==> src/rtl/spi_input_conditioner_if.sv <==
// Pin/condition bundle between the raw SPI pads and the SPI slave front end.
// master = pad/stimulus side, slave = conditioner side.
interface spi_input_conditioner_if #(
  parameter int WIDTH = 3
);
  logic [WIDTH-1:0] pins_in;
  logic [WIDTH-1:0] conditioned;
  logic [WIDTH-1:0] pos_edge;
  logic [WIDTH-1:0] neg_edge;

  modport master (
    output pins_in,
    input  conditioned,
    input  pos_edge,
    input  neg_edge
  );

  modport slave (
    input  pins_in,
    output conditioned,
    output pos_edge,
    output neg_edge
  );
endinterface

==> src/rtl/spi_input_conditioner.sv <==
// SPI pin front end: per-channel 2-flop synchroniser, stability-window debounce
// and registered single-cycle rise/fall pulses. bit0=SCLK, bit1=CS, bit2=MOSI.
module spi_ic_lane #(
  parameter int   WAIT_TIME     = 3,
  parameter int   COUNTER_WIDTH = 3,
  parameter logic RST_VAL       = 1'b0
) (
  input  logic clk,
  input  logic rst_n,
  input  logic pin_in,
  output logic cond,
  output logic pos,
  output logic neg
);
  localparam logic [COUNTER_WIDTH-1:0] WAIT_CNT = COUNTER_WIDTH'(WAIT_TIME);

  logic                     sync1_q, sync1_d;
  logic                     sync2_q, sync2_d;
  logic                     cond_q,  cond_d;
  logic                     pos_q,   pos_d;
  logic                     neg_q,   neg_d;
  logic [COUNTER_WIDTH-1:0] cnt_q,   cnt_d;

  always_comb begin
    sync1_d = pin_in;
    sync2_d = sync1_q;
    cond_d  = cond_q;
    cnt_d   = cnt_q;
    pos_d   = 1'b0;
    neg_d   = 1'b0;
    if (sync2_q == cond_q) begin
      cnt_d = '0;
    end else if (cnt_q == WAIT_CNT) begin
      // Stable for WAIT_TIME+1 evaluations: accept and pulse alongside the new level.
      cond_d = sync2_q;
      cnt_d  = '0;
      pos_d  = sync2_q;
      neg_d  = ~sync2_q;
    end else begin
      cnt_d = cnt_q + COUNTER_WIDTH'(1);
    end
  end

  always_ff @(posedge clk or negedge rst_n) begin
    if (!rst_n) begin
      sync1_q <= RST_VAL;
      sync2_q <= RST_VAL;
      cond_q  <= RST_VAL;
      cnt_q   <= '0;
      pos_q   <= 1'b0;
      neg_q   <= 1'b0;
    end else begin
      sync1_q <= sync1_d;
      sync2_q <= sync2_d;
      cond_q  <= cond_d;
      cnt_q   <= cnt_d;
      pos_q   <= pos_d;
      neg_q   <= neg_d;
    end
  end

  assign cond = cond_q;
  assign pos  = pos_q;
  assign neg  = neg_q;
endmodule

module spi_input_conditioner #(
  parameter int               WIDTH         = 3,
  parameter int               WAIT_TIME     = 3,
  parameter int               COUNTER_WIDTH = 3,
  parameter logic [WIDTH-1:0] RESET_VAL     = 3'b010
) (
  input  logic                  clk,
  input  logic                  rst_n,
  spi_input_conditioner_if.slave bus
);
  logic [WIDTH-1:0] cond_w, pos_w, neg_w;

  for (genvar i = 0; i < WIDTH; i++) begin : g_lane
    spi_ic_lane #(
      .WAIT_TIME     (WAIT_TIME),
      .COUNTER_WIDTH (COUNTER_WIDTH),
      .RST_VAL       (RESET_VAL[i])
    ) u_lane (
      .clk    (clk),
      .rst_n  (rst_n),
      .pin_in (bus.pins_in[i]),
      .cond   (cond_w[i]),
      .pos    (pos_w[i]),
      .neg    (neg_w[i])
    );
  end

  assign bus.conditioned = cond_w;
  assign bus.pos_edge    = pos_w;
  assign bus.neg_edge    = neg_w;
endmodule

==> src/flat_wrapper.sv <==
// flat-port wrapper written by rule: the top's interface ports become plain ports
module spi_input_conditioner_flat 
#(
  parameter int               WIDTH         = 3,
  parameter int               WAIT_TIME     = 3,
  parameter int               COUNTER_WIDTH = 3,
  parameter logic [WIDTH-1:0] RESET_VAL     = 3'b010
)
  (clk, rst_n, bus_pins_in, bus_conditioned, bus_pos_edge, bus_neg_edge);
  spi_input_conditioner_if #(.WIDTH(WIDTH)) bus_i ();
  input  logic clk;
  input  logic rst_n;
  input wire logic [$bits(bus_i.pins_in)-1:0] bus_pins_in;
  output wire logic [$bits(bus_i.conditioned)-1:0] bus_conditioned;
  output wire logic [$bits(bus_i.pos_edge)-1:0] bus_pos_edge;
  output wire logic [$bits(bus_i.neg_edge)-1:0] bus_neg_edge;
  assign bus_i.pins_in = bus_pins_in;
  assign bus_conditioned = bus_i.conditioned;
  assign bus_pos_edge = bus_i.pos_edge;
  assign bus_neg_edge = bus_i.neg_edge;
  spi_input_conditioner #(.WIDTH(WIDTH), .WAIT_TIME(WAIT_TIME), .COUNTER_WIDTH(COUNTER_WIDTH), .RESET_VAL(RESET_VAL)) u_core (.clk(clk), .rst_n(rst_n), .bus(bus_i));
endmodule
==> config.mk <==
export PLATFORM = sky130hd
export DESIGN_NAME = spi_input_conditioner_flat
export DESIGN_NICKNAME = d
export VERILOG_FILES = /design/src/rtl/spi_input_conditioner_if.sv /design/src/rtl/spi_input_conditioner.sv /design/src/flat_wrapper.sv
export SDC_FILE = /design/constraint.sdc
export NUM_CORES = 1
export LEC_CHECK = 0
export CAP_MARGIN = 5
export CORE_MARGIN = 1
export CORE_UTILIZATION = 51
export DETAILED_ROUTE_END_ITERATION = 8
export GPL_TIMING_DRIVEN = 0
export PLACE_DENSITY_LB_ADDON = 0.15
export SYNTH_ARGS = -nofsm -noshare
export SYNTH_HDL_FRONTEND = slang
export SYNTH_SLANG_ARGS = --single-unit
==> constraint.sdc <==
create_clock -name clk -period 1.4 [get_ports clk]
set_input_delay 0.42 -clock clk [delete_from_list [all_inputs] [get_ports clk]]
set_output_delay 0.42 -clock clk [all_outputs]
set_load 0.005 [all_outputs]
==> impl_results.rst, run 1 <==
.. list-table::
   :header-rows: 1

   * - Metric
     - Value
   * - Outcome
     - finished, final reports clean
   * - Relative slew slack
     - 0.336
   * - Library cell occupying the most area in the post-synthesis netlist
     - sky130_fd_sc_hd__dfrtp_1
   * - Chip Height
     - 44.8 um
   * - Syn Inst Count
     - 60
   * - Wirelength per Cell
     - 11.5 um
   * - Cell count of the worst reg-to-reg path
     - 3
   * - H-tree Lvls
     - 1
   * - Unique cell type count in the Yosys netlist
     - 14
   * - Avg Cell Area, Syn
     - 15.6 sq um
   * - Most instantiated library cell after synthesis
     - sky130_fd_sc_hd__dfrtp_1
   * - Cell count after placement
     - 98
   * - DIE AREA
     - 2010 sq um
   * - Sequential share of the synthesized area
     - 0.647
   * - Largest net degree at the start of global routing
     - 25
   * - Total number of nets in the final design
     - 85
   * - Area fraction of the dominant cell type after synthesis
     - 0.562
   * - Max Clk Rate
     - 0.728 GHz
   * - Total standard cell area after synthesis
     - 935 sq um
   * - Aggregate routed wire length
     - 1.16 mm
   * - Num Clock Sinks
     - 24
   * - Count of input and output buffers
     - 13
   * - Final HPWL DP
     - 856 um
   * - Clock tree from TritonCTS
     - built
   * - Ratio of final minimum period to clock period
     - 0.981
   * - Met3 global-route usage
     - 0.0360
   * - Count of pins over their slew limit
     - 0
   * - Count of hold buffers inserted by post-cts repair
     - 0
   * - Vias in the first global route
     - 464
   * - Number of buffers added by the clock tree synthesis step
     - 3
   * - Final Hold Viols
     - 0
   * - Critical path data arrival time
     - 0.95 ns
   * - Drc violations
     - 0
   * - Clock network fraction of total power
     - 0.195
   * - Routed Antenna Nets
     - 0
   * - Grt met1 use
     - 0.147
   * - Clk slew on worst S/H paths
     - 0.12 ns
   * - Tightest hold margin
     - 0.263 ns
   * - # setup viols final
     - 0
   * - Combinational fraction of design power
     - 0.281
   * - Antenna diodes
     - 0
   * - GR met2 Demand/Resource
     - 0.238
   * - Top post-synthesis cells by count
     - sky130_fd_sc_hd__dfrtp_1 (21), sky130_fd_sc_hd__buf_4 (9), sky130_fd_sc_hd__nor3b_1 (8)
   * - Final core utilization
     - 0.630
   * - GRT Resource Usage Total
     - 0.135
   * - Fraction of layout instances using a drive strength above 1
     - 0.408
   * - Worst R2R End
     - u_core.g_lane[0].u_lane.cond
   * - Clock latency on the worst-skew pair
     - 0.30 ns
   * - Worst-margin pin slew
     - 0.995 ns
   * - Startpoint of the worst register-to-register path
     - u_core.g_lane[0].u_lane.cnt_q[0]
   * - Shortest clock period the worst path allows after layout
     - 1.37 ns
   * - Critical path cell sequence
     - buf_6
   * - Smallest setup slack after layout
     - 0.0269 ns
   * - Peak VDD IR
     - 0.000888 V
   * - Critical path type
     - flip-flop to output port
   * - Fillers
     - 149
   * - Worst min-delay path class
     - input pin to async pin
   * - Effective utilization at floorplan
     - 0.541
   * - Wire length of the first global-routing pass
     - 1.89 mm
   * - I/O pin cnt
     - 14
   * - Number of iterations in the first detailed-routing pass
     - 2
   * - Worst Path Required
     - 0.98 ns
   * - Routed via count
     - 470
   * - Count of flip-flops with a built-in enable after synthesis
     - 0
   * - Startpoint kind of the worst setup timing path
     - flip-flop
   * - Total power
     - 1750 uW
   * - Flip-flop and latch count after synthesis
     - 24
   * - Area growth, synth to finish
     - 16.5%
   * - Flop pwr share
     - 0.524
   * - Net Sw Frac
     - 0.266
   * - Core Region
     - 1730 sq um
   * - Primary flip-flop cell chosen by synthesis mapping
     - sky130_fd_sc_hd__dfrtp_1
   * - Setup repair after global routing missed its margin
     - yes
   * - Via density per instance
     - 4.65
   * - Cell Int Power
     - 1280 uW
   * - Leakage
     - 0.000543 uW
   * - Non-filler cells, final
     - 101
   * - Worst R2R Setup Slack
     - 0.18 ns
   * - X dimension of the die
     - 44.8 um
   * - Weighted congestion reported at the end of routability-driven placement
     - 0.709
   * - Share of async-settable or async-resettable flops after synthesis
     - 1.00
   * - Type of destination of the critical path
     - output port
   * - Highest fanout seen on the critical path
     - 2
   * - Synth area leaders
     - sky130_fd_sc_hd__dfrtp_1 (56%), sky130_fd_sc_hd__dfstp_2 (8.4%), sky130_fd_sc_hd__buf_4 (7.2%)
   * - Clk buf depth
     - 2
   * - Total nets after synthesis
     - 68
   * - Worst setup skew after layout
     - 0.00334 ns
   * - Slowest stage delay, CP
     - 0.56 ns
   * - Pre-CTS setup slack
     - -0.304 ns
   * - Cell at the root of the clock tree
     - sky130_fd_sc_hd__clkbuf_4
   * - Switching power of the nets
     - 464 uW
   * - Library cell contributing the largest single delay on the critical path
     - sky130_fd_sc_hd__dfstp_2
   * - Total number of yosys warnings
     - 0
   * - Max-cap violations
     - 0
   * - Core Rows
     - 15
   * - Initial detailed-routing violation count
     - 3
   * - Leftover overflow at the end of global routing
     - 0
   * - Number of antenna violations at the first check in global routing
     - 0
   * - Count of buffer and inverter cells on the critical path
     - 1
   * - Power density over the cells
     - 1600 nW/um^2
   * - Layer with the highest usage after global routing
     - met2
   * - Family with the most delay on the worst path
     - flip-flops
cell families after synthesis:
logic type,after synthesis,share of synthesized area
flops,24,0.647
xor+xnor,3,0.0281
mux,3,0.0361
simple gates,18,0.177
buf+inv,9,0.0723
fa+ha+maj,3,0.0402
layout by cell type, fill, tap and decap left out, types with 3 or more instances in the layout:
cell type,synthesis,layout
sky130_fd_sc_hd__dfrtp_1,21,21
sky130_fd_sc_hd__nor3b_1,8,8
sky130_fd_sc_hd__buf_4,9,8
sky130_fd_sc_hd__buf_2,0,7
sky130_fd_sc_hd__and3b_1,4,4
sky130_fd_sc_hd__xnor2_1,3,3
sky130_fd_sc_hd__ha_1,3,3
sky130_fd_sc_hd__clkbuf_4,0,3
sky130_fd_sc_hd__clkdlybuf4s50_1,0,3
sky130_fd_sc_hd__dfstp_2,3,3
final cells by class:
| cell class | count | area [sq um] | share of cell area |
|---|---|---|---|
| multi-input combinational | 27 | 263 | 0.241 |
| tap | 25 | 31.3 | 0.0287 |
| clock buffer | 4 | 36.3 | 0.0333 |
| buffer | 6 | 45.0 | 0.0414 |
| sequential | 24 | 604 | 0.555 |
| timing repair buffer | 15 | 109 | 0.100 |
state kept, by name, summed over array words and instances, names as in the netlist:
register,flops
u_core.g_lane.u_lane.cond,3
u_core.g_lane.u_lane.neg,3
u_core.g_lane.u_lane.sync1_q,3
u_core.g_lane.u_lane.cnt_q,9
u_core.g_lane.u_lane.pos,3
u_core.g_lane.u_lane.sync2_q,3
power by group through the flow:
stage | logic [uW] | registers (uW) | clock network [uW]
final | 491 | 915 | 340
after global routing | 547 | 933 | 383
after CTS | 533 | 918 | 362
after detailed placement | 538 | 950 | 0
after global placement | 502 | 943 | 0
after floorplan | 348 | 928 | 0
layer usage:
| layer | wire length [um] | vias to the layer above | part of all wire |
|---|---|---|---|
| met3 | 62 | 4 | 0.053 |
| met5 | 0 | - | 0 |
| li1 | - | 223 | - |
| met2 | 575 | 15 | 0.49 |
| met1 | 498 | 228 | 0.43 |
| met4 | 25 | 0 | 0.022 |
metrics by stage:
stage	setup TNS [ns]	cell area, sq um
after floorplan	0	935
after global placement	-6.09	1100
after detailed placement	-6.98	1100
after CTS	0	1100
after global routing	-0.0101	1090
final	0	1090
worst max path at each step:
stage,startpoint,to,cells past startpoint
6_report,u_core.g_lane[1].u_lane.cond,bus_conditioned[1],1
5_1_grt,u_core.g_lane[1].u_lane.cond,bus_conditioned[1],1
4_1_cts,u_core.g_lane[1].u_lane.cond,bus_conditioned[1],1
3_5_place_dp,rst_n,u_core.g_lane[0].u_lane.cnt_q[0],1
3_3_place_gp,rst_n,u_core.g_lane[0].u_lane.cnt_q[1],1
2_1_floorplan,u_core.g_lane[0].u_lane.cnt_q[0],u_core.g_lane[0].u_lane.cond,3
what timing repair did:
action / 4_1_cts / 5_1_grt
setup endpoints to repair: 9 / 24
buffers inserted: 2 / 0
gates resized for setup: 35 / 2
No activity file was read; power rests on OpenSTA's default activity.
==> run 2: changes to the inputs <==
--- a/config.mk
+++ b/config.mk
@@ -11,6 +11,7 @@
 export DETAILED_ROUTE_END_ITERATION = 8
 export GPL_TIMING_DRIVEN = 0
 export PLACE_DENSITY_LB_ADDON = 0.15
+export SKIP_CTS_REPAIR_TIMING = 1
 export SYNTH_ARGS = -nofsm -noshare
 export SYNTH_HDL_FRONTEND = slang
 export SYNTH_SLANG_ARGS = --single-unit
==> impl_results.rst, run 2 (synthesis gave the netlist of run 1 again) <==
.. list-table::
   :header-rows: 1

   * - Metric
     - Value
   * - Core Region
     - 1730 sq um (unchanged)
   * - Clock tree from TritonCTS
     - built (unchanged)
   * - Critical path type
     - flip-flop to output port (unchanged)
   * - Clock latency on the worst-skew pair
     - 0.30 ns (about the same)
   * - Aggregate routed wire length
     - 1.16 mm (about the same)
   * - Critical path data arrival time
     - 1.05 ns (was 0.95 ns)
   * - Fillers
     - 144 (was 149)
   * - Num Clock Sinks
     - 24 (unchanged)
   * - Critical path cell sequence
     - buf_6 -> buf_6 (was buf_6)
   * - H-tree Lvls
     - 1 (unchanged)
   * - Final HPWL DP
     - 856 um (unchanged)
   * - Slowest stage delay, CP
     - 0.58 ns (was 0.56 ns)
   * - Family with the most delay on the worst path
     - flip-flops (unchanged)
   * - Outcome
     - complete, but fails checks (was finished, final reports clean)
   * - Chip Height
     - 44.8 um (unchanged)
   * - Ratio of final minimum period to clock period
     - 1.05 (was 0.981)
   * - Startpoint kind of the worst setup timing path
     - flip-flop (unchanged)
   * - Count of buffer and inverter cells on the critical path
     - 2 (was 1)
   * - Highest fanout seen on the critical path
     - 4 (was 2)
   * - Shortest clock period the worst path allows after layout
     - 1.47 ns (was 1.37 ns)
   * - Cell at the root of the clock tree
     - sky130_fd_sc_hd__clkbuf_4 (unchanged)
   * - I/O pin cnt
     - 14 (unchanged)
   * - Total number of nets in the final design
     - 87 (was 85)
   * - Number of antenna violations at the first check in global routing
     - 0 (unchanged)
   * - # setup viols final
     - 1 (was 0)
   * - Routed via count
     - 474 (was 470)
   * - Core Rows
     - 15 (unchanged)
   * - Weighted congestion reported at the end of routability-driven placement
     - 0.709 (unchanged)
   * - Worst-margin pin slew
     - 0.995 ns (about the same)
   * - Clk slew on worst S/H paths
     - 0.12 ns (about the same)
   * - Worst R2R Setup Slack
     - 0.16 ns (was 0.18 ns)
   * - Final Hold Viols
     - 0 (unchanged)
   * - Setup repair after global routing missed its margin
     - yes (unchanged)
   * - Leakage
     - 0.000603 uW (was 0.000543 uW)
   * - Antenna diodes
     - 0 (unchanged)
   * - Fraction of layout instances using a drive strength above 1
     - 0.372 (was 0.408)
   * - Smallest setup slack after layout
     - -0.0690 ns (was 0.0269 ns)
   * - Worst min-delay path class
     - input pin to async pin (unchanged)
   * - Peak VDD IR
     - 0.000889 V (was 0.000888 V)
   * - Type of destination of the critical path
     - output port (unchanged)
   * - Drc violations
     - 0 (unchanged)
   * - Area growth, synth to finish
     - 21.7% (was 16.5%)
   * - Worst setup skew after layout
     - 0.00377 ns (was 0.00334 ns)
   * - Setup total negative slack
     - -0.0690 ns (was 0 ns)
   * - Start point of the critical path
     - u_core.g_lane[1].u_lane.cond (unchanged)
   * - Number of iterations in the first detailed-routing pass
     - 2 (unchanged)
   * - Wirelength per Cell
     - 11.3 um (was 11.5 um)
   * - Number of buffers added by the clock tree synthesis step
     - 3 (unchanged)
   * - Vias in the first global route
     - 454 (was 464)
   * - GRT Resource Usage Total
     - 0.132 (was 0.135)
   * - DIE AREA
     - 2010 sq um (unchanged)
   * - Effective utilization at floorplan
     - 0.541 (unchanged)
   * - Initial detailed-routing violation count
     - 3 (unchanged)
   * - Violations in the final reports
     - setup timing
   * - X dimension of the die
     - 44.8 um (unchanged)
   * - Relative slew slack
     - 0.335 (was 0.336)
   * - Leading cell types in the layout, fill and taps excluded
     - sky130_fd_sc_hd__dfrtp_1 (21), sky130_fd_sc_hd__buf_4 (9), sky130_fd_sc_hd__nor3b_1 (8) (was sky130_fd_sc_hd__dfrtp_1 (21), sky130_fd_sc_hd__nor3b_1 (8), sky130_fd_sc_hd__buf_4 (8))
   * - Library cell contributing the largest single delay on the critical path
     - sky130_fd_sc_hd__dfstp_2 (unchanged)
   * - Leftover overflow at the end of global routing
     - 0 (unchanged)
   * - Clk buf depth
     - 2 (unchanged)
   * - Biggest register
     - u_core.g_lane.u_lane.cnt_q (unchanged)
   * - Max Clk Rate
     - 0.681 GHz (was 0.728 GHz)
   * - Power density over the cells
     - 1600 nW/um^2 (about the same)
   * - Final core utilization
     - 0.659 (was 0.630)
   * - Largest net degree at the start of global routing
     - 25 (unchanged)
   * - Worst Path Required
     - 0.98 ns (about the same)
   * - Wire length of the first global-routing pass
     - 1.85 mm (was 1.89 mm)
   * - Max-cap violations
     - 0 (unchanged)
   * - Most common library cell in the layout ignoring fill and taps
     - sky130_fd_sc_hd__dfrtp_1 (unchanged)
   * - Count of input and output buffers
     - 13 (unchanged)
   * - Startpoint of the worst register-to-register path
     - u_core.g_lane[2].u_lane.cond (was u_core.g_lane[0].u_lane.cnt_q[0])
   * - Via density per instance
     - 4.60 (was 4.65)
   * - Max FFs per register
     - 9 (unchanged)
   * - Count of pins over their slew limit
     - 0 (unchanged)
   * - Routed Antenna Nets
     - 0 (unchanged)
   * - Cell mode on critical path
     - sky130_fd_sc_hd__buf_6
-- run 2: changes by cell type in the layout (fill, tap and decap cells not counted) --
cell,previous run,this run
sky130_fd_sc_hd__clkbuf_2,1,4
sky130_fd_sc_hd__buf_2,7,0
sky130_fd_sc_hd__buf_6,1,2
sky130_fd_sc_hd__buf_4,8,9
sky130_fd_sc_hd__dlymetal6s2s_1,1,5
-- run 2: metrics by stage --
stage	area [sq um]	worst slack, ns	hold slack, ns	total power (uW)	std cells
2_1_floorplan	935	0.266	0.124	1280	60
3_3_place_gp	1100	-0.266	0.335	1440	98
3_5_place_dp	1100	-0.304	0.335	1490	98
4_1_cts	1130	-0.516	0.363	1840	102
5_1_grt	1140	-0.113	0.346	1930	103
6_report	1140	-0.0690	0.263	1820	103
-- run 2: path summary, 6_finish.rpt --
check / endpoint / cells after the start
hold / removal: u_core.g_lane[2].u_lane.pos / 1
hold reg to reg: u_core.g_lane[0].u_lane.sync2_q / 0
min in group clk: u_core.g_lane[0].u_lane.sync2_q / 0
setup / recovery: bus_conditioned[1] / 2
max in group asynchronous: u_core.g_lane[0].u_lane.cond / 1
setup reg to reg: u_core.g_lane[2].u_lane.cnt_q[1] / 4
-- run 2: cell type report --
type / count / area [sq um] / share of cell area
timing repair buffer: 16 / 146 / 0.129
clock buffer: 4 / 36.3 / 0.0319
buffer: 7 / 56.3 / 0.0495
multi-input combinational: 27 / 263 / 0.231
sequential: 24 / 604 / 0.531
tap: 25 / 31.3 / 0.0275
-- run 2: power by group --
group / switching, uW / internal [uW] / leakage (uW) / total, uW
sequential: 84.1 / 839 / 0.000305 / 923
combinational: 206 / 350 / 0.000277 / 556
clock: 182 / 159 / 0.0000210 / 341
total: 472 / 1350 / 0.000603 / 1820
-- run 2: metal layers --
metal  track usage  wire length (um)  up-vias
li1              -                 -      227
met1         0.145               498      228
met2         0.232               579       15
met3        0.0360                61        4
met4        0.0727                25        0
met5             0                 0        -
